`src/rtl/vxe_cu_prefetch_unit.sv`:
```
// Sequential 64-bit command prefetcher for the VxE control unit with credit-limited reads and redirect/drain.
// Optional statistics counters are enabled by defining VXE_CU_PREFETCH_STATS_EN.
module vxe_cu_prefetch_unit #(
  parameter logic [5:0] CLIENT_ID        = 6'd0,
  parameter int         FETCH_DEPTH_POW2 = 4,
  parameter int         OUTST_POW2       = 3
) (
  input  logic        clk,
  input  logic        rst,
  input  logic        i_rqa_rdy,
  output logic [43:0] o_rqa,
  output logic        o_rqa_wr,
  input  logic        i_rss_vld,
  input  logic [8:0]  i_rss,
  output logic        o_rss_rd,
  input  logic        i_rsd_vld,
  input  logic [63:0] i_rsd,
  output logic        o_rsd_rd,
  input  logic        i_start,
  input  logic [36:0] i_start_addr,
  input  logic        i_stop_drain,
  output logic        o_busy,
  output logic [36:0] o_fetch_addr,
  output logic [63:0] o_fetch_data,
  output logic        o_fetch_vld,
  output logic        o_fetch_err,
`ifdef VXE_CU_PREFETCH_STATS_EN
  output logic [31:0] o_stat_req,
  output logic [31:0] o_stat_stall,
`endif
  input  logic        i_fetch_rd
);

  localparam int            AW        = FETCH_DEPTH_POW2;
  localparam int            CW        = FETCH_DEPTH_POW2 + 1;
  localparam int            DEPTH_N   = 1 << FETCH_DEPTH_POW2;
  localparam logic [CW-1:0] DEPTH     = CW'(1 << FETCH_DEPTH_POW2);
  localparam logic [CW-1:0] MAX_OUTST = CW'(1 << OUTST_POW2);

  typedef enum logic [1:0] {IDLE, FETCH, ERR, DRAIN} state_t;

  state_t        state;
  logic [36:0]   req_addr;
  logic [36:0]   rsp_addr;
  logic [CW-1:0] outst;
  logic [CW-1:0] discard_cnt;
  logic [CW-1:0] tail_cnt;
  logic [CW-1:0] buf_count;
  logic [CW-1:0] outst_net;
  logic [AW-1:0] wr_ptr;
  logic [AW-1:0] rd_ptr;
  logic [101:0]  mem [0:DEPTH_N-1];
  logic [101:0]  rsp_entry;

  logic          head_vld;
  logic [36:0]   head_addr;
  logic [63:0]   head_data;
  logic          head_err;

  logic rsp_take, rsp_err, rsp_dec, flush, credit, push, err_push, issue;
  logic pop, head_free, tail_pop, tail_push;
  logic unused_rss;

  assign unused_rss = ^i_rss[8:2];

  assign rsp_take  = i_rss_vld && i_rsd_vld;
  assign rsp_err   = |i_rss[1:0];
  assign rsp_dec   = rsp_take && (outst != '0);
  assign flush     = i_start || i_stop_drain;
  assign buf_count = tail_cnt + CW'(head_vld);
  assign credit    = ((outst + buf_count) < DEPTH) && (outst < MAX_OUTST);

  // A response lands in the buffer only while fetching and nothing stale is still ahead of it
  assign push      = rsp_take && !flush && (discard_cnt == '0) && (state == FETCH);
  assign err_push  = push && rsp_err;
  assign issue     = (state == FETCH) && i_rqa_rdy && credit && !flush && !err_push;
  assign outst_net = outst + CW'(issue) - CW'(rsp_dec);
  assign rsp_entry = {rsp_addr, i_rsd, rsp_err};

  assign pop       = i_fetch_rd && head_vld;
  assign head_free = !head_vld || pop;
  assign tail_pop  = head_free && (tail_cnt != '0);
  assign tail_push = push && !(head_free && (tail_cnt == '0));

  assign o_rqa        = issue ? {CLIENT_ID, 1'b1, req_addr} : '0;
  assign o_rqa_wr     = issue;
  assign o_rss_rd     = rsp_take;
  assign o_rsd_rd     = rsp_take;
  assign o_busy       = (state != IDLE);
  assign o_fetch_vld  = head_vld;
  assign o_fetch_addr = head_addr;
  assign o_fetch_data = head_data;
  assign o_fetch_err  = head_err;

  always_ff @(posedge clk) begin
    if (tail_push) mem[wr_ptr] <= rsp_entry;
  end

  always_ff @(posedge clk) begin
    if (rst) begin
      state       <= IDLE;
      req_addr    <= '0;
      rsp_addr    <= '0;
      outst       <= '0;
      discard_cnt <= '0;
      tail_cnt    <= '0;
      wr_ptr      <= '0;
      rd_ptr      <= '0;
      head_vld    <= 1'b0;
      head_addr   <= '0;
      head_data   <= '0;
      head_err    <= 1'b0;
    end else begin
      outst <= outst_net;
      if (issue) req_addr <= req_addr + 37'd1;
      if (push)  rsp_addr <= rsp_addr + 37'd1;
      if (flush) begin
        // Everything still in flight becomes stale, including a response taken this cycle
        discard_cnt <= outst_net;
        tail_cnt    <= '0;
        wr_ptr      <= '0;
        rd_ptr      <= '0;
        head_vld    <= 1'b0;
        if (i_stop_drain) begin
          state <= DRAIN;
        end else begin
          state    <= FETCH;
          req_addr <= i_start_addr;
          rsp_addr <= i_start_addr;
        end
      end else begin
        if (rsp_take && (discard_cnt != '0)) discard_cnt <= discard_cnt - CW'(1);
        if (head_free) begin
          if (tail_cnt != '0) begin
            {head_addr, head_data, head_err} <= mem[rd_ptr];
            head_vld <= 1'b1;
          end else if (push) begin
            {head_addr, head_data, head_err} <= rsp_entry;
            head_vld <= 1'b1;
          end else begin
            head_vld <= 1'b0;
          end
        end
        if (tail_push) wr_ptr <= wr_ptr + AW'(1);
        if (tail_pop)  rd_ptr <= rd_ptr + AW'(1);
        tail_cnt <= tail_cnt + CW'(tail_push) - CW'(tail_pop);
        case (state)
          FETCH:   if (err_push) state <= ERR;
          ERR:     if ((outst == '0) && (buf_count == '0)) state <= IDLE;
          DRAIN:   if (outst == '0) state <= IDLE;
          default: state <= state;
        endcase
      end
    end
  end

`ifdef VXE_CU_PREFETCH_STATS_EN
  always_ff @(posedge clk) begin
    if (rst || i_start) begin
      o_stat_req   <= '0;
      o_stat_stall <= '0;
    end else begin
      if (issue && (o_stat_req != '1)) o_stat_req <= o_stat_req + 32'd1;
      if ((state == FETCH) && (!i_rqa_rdy || !credit) && (o_stat_stall != '1))
        o_stat_stall <= o_stat_stall + 32'd1;
    end
  end
`endif

endmodule

```
`config.mk`:
```
export PLATFORM = sky130hd
export DESIGN_NAME = vxe_cu_prefetch_unit
export DESIGN_NICKNAME = d
export VERILOG_FILES = /design/src/rtl/vxe_cu_prefetch_unit.sv
export SDC_FILE = /design/constraint.sdc
export NUM_CORES = 2
export LEC_CHECK = 0
export CORE_MARGIN = 2
export CORE_UTILIZATION = 35
export DETAILED_ROUTE_END_ITERATION = 10
export MAX_ROUTING_LAYER = met4
export PLACE_DENSITY = 0.56
export SETUP_SLACK_MARGIN = 0.02
export SLEW_MARGIN = 10
export SYNTH_ARGS = -nofsm -noshare
export SYNTH_HDL_FRONTEND = slang
export SYNTH_SLANG_ARGS = --single-unit
```
`constraint.sdc`:
```
create_clock -name clk -period 11.7 [get_ports clk]
set_input_delay 2.34 -clock clk [delete_from_list [all_inputs] [get_ports clk]]
set_output_delay 2.34 -clock clk [all_outputs]
set_load 0.02 [all_outputs]
```
==> summary.txt <==
Routing
  • Vias per inst: 5.32
  • Vias: 37500
  • Wire per inst: 25.6 um
  • Routed Antenna Nets: 0
  • WL final: 180000 um
  • DRC viols: 0
  • DRT iter0 DRCs: 3327
  • First-pass DRT Iterations: 7

Worst setup path
  • R2R Path Start: state[1]$_SDFFE_PP0P_
  • Startpoint Class: input port
  • Critical Path Fanout Max: 12
  • Reg-to-reg critical path endpoint: mem[2][53]$_DFFE_PP_
  • Setup crit end kind: output pin
  • R2R Setup Slk: roughly 7.2 ns
  • Req. time, crit path: about 9.4 ns
  • FF-to-FF path depth: 6
  • Crit path kind: input port to output pin
  • Critical Path AT: 5.21 ns

GRT
  • First-pass GRT wire length: between 200000 and 300000 um
  • Total track usage: 0.175
  • Largest net degree at the start of global routing: 136
  • Antenna violations before repair: 12
  • GR Overflow Total: 0
  • Number of global-route vias before repair: approximately 38000

Logic synthesis
  • Simple-gate portion of the synthesized area: 0.0546
  • Post-Synth Adder-Cell Area: 0.00558
  • Synth Area in Compound Gates: 0.0276
  • Register area share after synthesis: 0.736
  • Post-synth top flop: edfxtp_1
  • Yosys reg bits: 1838
  • Syn Area/Cell: 18.4 um^2
  • Distinct cell type count after synthesis: 60
  • Multiplexer share of the synthesized area: 0.156
  • Post-Synth XOR/XNOR Area: 0.00497
  • Number of flops mapped to enable cells by yosys: about 1600
  • Asr flop ratio synth: 0
  • Ys Warns: 0
  • Largest family of logic cells by synthesized area: multiplexers
  • Cells after synthesis: about 3900
  • Mapped cell area: slightly above 70000 um^2

CTS
  • Post-CTS Resized: 0
  • Sink Count: around 1800
  • H-tree levels: 4
  • # Post-CTS Setup Buffers: 0
  • TritonCTS clock tree: done
  • Num CTS Buffers: approximately 190
  • Post-CTS Hold Buffers: 0
  • Clock transition at path regs: roughly 0.06 ns
  • Max Root-Sink Buffers: 3
  • Root Driver: clkbuf_16
  • Clk_lat worst skew: roughly 0.84 ns

Placed design
  • GPL Wtd Cong: about 0.77
  • DP Wirelength: between 80000 and 90000 um
  • Placed Instance Area: roughly 80000 um^2
  • Placed Instances: between 6000 and 7000
  • Setup slack at placement: between 4 and 5 ns
  • Buffers on Ports: approximately 260

Floorplanning
  • Die width: roughly 460 um
  • Row cnt: 166
  • Full die area: ~210000 um^2
  • Core area: 205000 um^2
  • DIE HEIGHT: about 460 um
  • Initial Utilization: 0.353
  • Ports: around 270

Finish
  • Design area: about 84000 um^2
  • Final std cells w/o fill: between 7000 and 8000
  • Layout cell share with drive strength beyond 1: 0.176
  • Util after Layout: 0.410
  • Most common cell after layout, fill and taps aside: edfxtp_1
  • Layout Nets: ~4300
  • P&R area growth vs syn: 16.4%
  • Most frequent cells in the layout: edfxtp_1 (1632), mux4_2 (408), nor2_1 (293)

Hold path
  • Hold endpoint: o_fetch_data[42]$_SDFFE_PP0P_
  • Hold depth: 2
  • Hold path startpoint: o_fetch_data[42]$_SDFFE_PP0P_
  • Tightest Hold Check Type: flop to flop

Power
  • LEAKAGE: 0.0254 uW
  • Maximum vdd drop: around 0.15 mV
  • Power Density: around 170 nW/um^2

Timing
  • FMAX: about 0.13 GHz
  • Slew @ Worst Pin: about 1.2 ns
  • Max_slew headroom: 0.230
  • Final worst-path cycle share: 0.645
  • Post-route setup slack: 4.15 ns
  • Clock skew: between 0.06 and 0.07 ns
  • Final setup viols: 0
  • RSZ-0062 raised after global routing: false
  • TNS Setup: 0 ns
  • Pins over their slew limit: 0
  • Final Hold Vio Count: 0
  • Minimum clock period after layout: 7.55 ns

Run
  • Max Cap Viol: 0

Outcome
  • Run status: completed
-- cell type report --
type	instances	area, um^2
fillers	18200	121000
flip-flops and latches	1838	53100
multi-input cells	1798	18200
clock buffers	260	5140
well taps	2688	3360
repair buffers	313	3220
clock inverters	96	823
inverters	33	124
diodes	9	22.5
-- worst max-delay path, cell delays in order --
cell and delay [ns]:
clkdlybuf4s50_1 0.55, or4b_4 0.61, a311o_1 0.52, nor2_1 0.34, ha_1 0.21, clkdlybuf4s50_1 0.63
-- registers in the layout (all words and copies together), names as in the netlist, 5 cells and up, named ones only --
signal	flops
req_addr	37
outst	5
tail_cnt	5
discard_cnt	5
o_fetch_addr	37
rsp_addr	37
mem	1632
o_fetch_data	64
-- worst max-delay path by stage --
stage | start | endpoint | cells past startpoint
CTS | i_start | o_rqa[0] | 6
global route | i_start | o_rqa[0] | 6
finish | i_start | o_rqa[0] | 6
global placement | i_start | o_rqa[0] | 6
detailed placement | i_start | o_rqa[0] | 6
floorplan | i_start | mem[3][0]$_DFFE_PP_ | 4
-- metal layers --
metal,up-vias,share of wire,track usage
met3,222,0.053,0.0293
met1,19900,0.45,0.241
li1,16400,-,-
met4,0,0.021,0.0422
met5,-,0,-
met2,1020,0.47,0.272
-- cell usage after synthesis (3+ instances only) --
master    number  area (um^2)
or4_1          8         60.1
and2_1         8         50.1
and4_1        10         87.6
xor2_1        12          105
nor2_1       305         1140
nor4b_1        4         35.0
or2_2          8         50.1
o31ai_1       15          113
nand2b_1       7         43.8
o31a_1         6         52.6
mux2i_1      205         2050
a21boi_0       6         45.0
a311oi_1       6         52.6
edfxtp_1    1632        49000
inv_1         33          124
o221ai_1     101          885
a21oi_1       25          125
mux4_2       408         9190
nand3_1       35          175
nand4_1       26          163
nand2_1      172          646
ha_1          29          363
o22ai_1        3         18.8
buf_1         52          195
and3_1        47          294
a21o_1         3         22.5
or3_1         10         62.6
o21ai_0       14         70.1
nor4_1        27          169
xnor2_1       29          254
a211o_1        7         61.3
clkbuf_1     188          706
a31oi_1       10         62.6
dfxtp_1      206         4120
o21bai_1      14          105
nor2b_1        6         37.5
nor3_1       164          821
buf_4          8         60.1
a211oi_1      37          278
-- report_power, final --
group	switching (uW)	internal [uW]	leakage, uW
clock	2550	3210	0.00287
combinational	556	320	0.00599
sequential	90.9	7190	0.0166
-- kinds of logic after synthesis --
group                    count (synthesis)
buffers and inverters                  284
multiplexers                           614
XOR/XNOR                                41
other                                    1
flip-flops                            1838
adder cells (fa/ha/maj)                 31
AND/OR/NAND/NOR                        847
AO/OA/AOI/OAI                          259
-- stage by stage --
step	power, uW	hold WS, ns
final	13900	0.489
after global routing	14400	0.507
after CTS	14100	0.491
after detailed placement	8310	0.480
after global placement	8300	0.484
after floorplan	7900	0.464
Note: power is estimated with default switching activity, not from simulation.
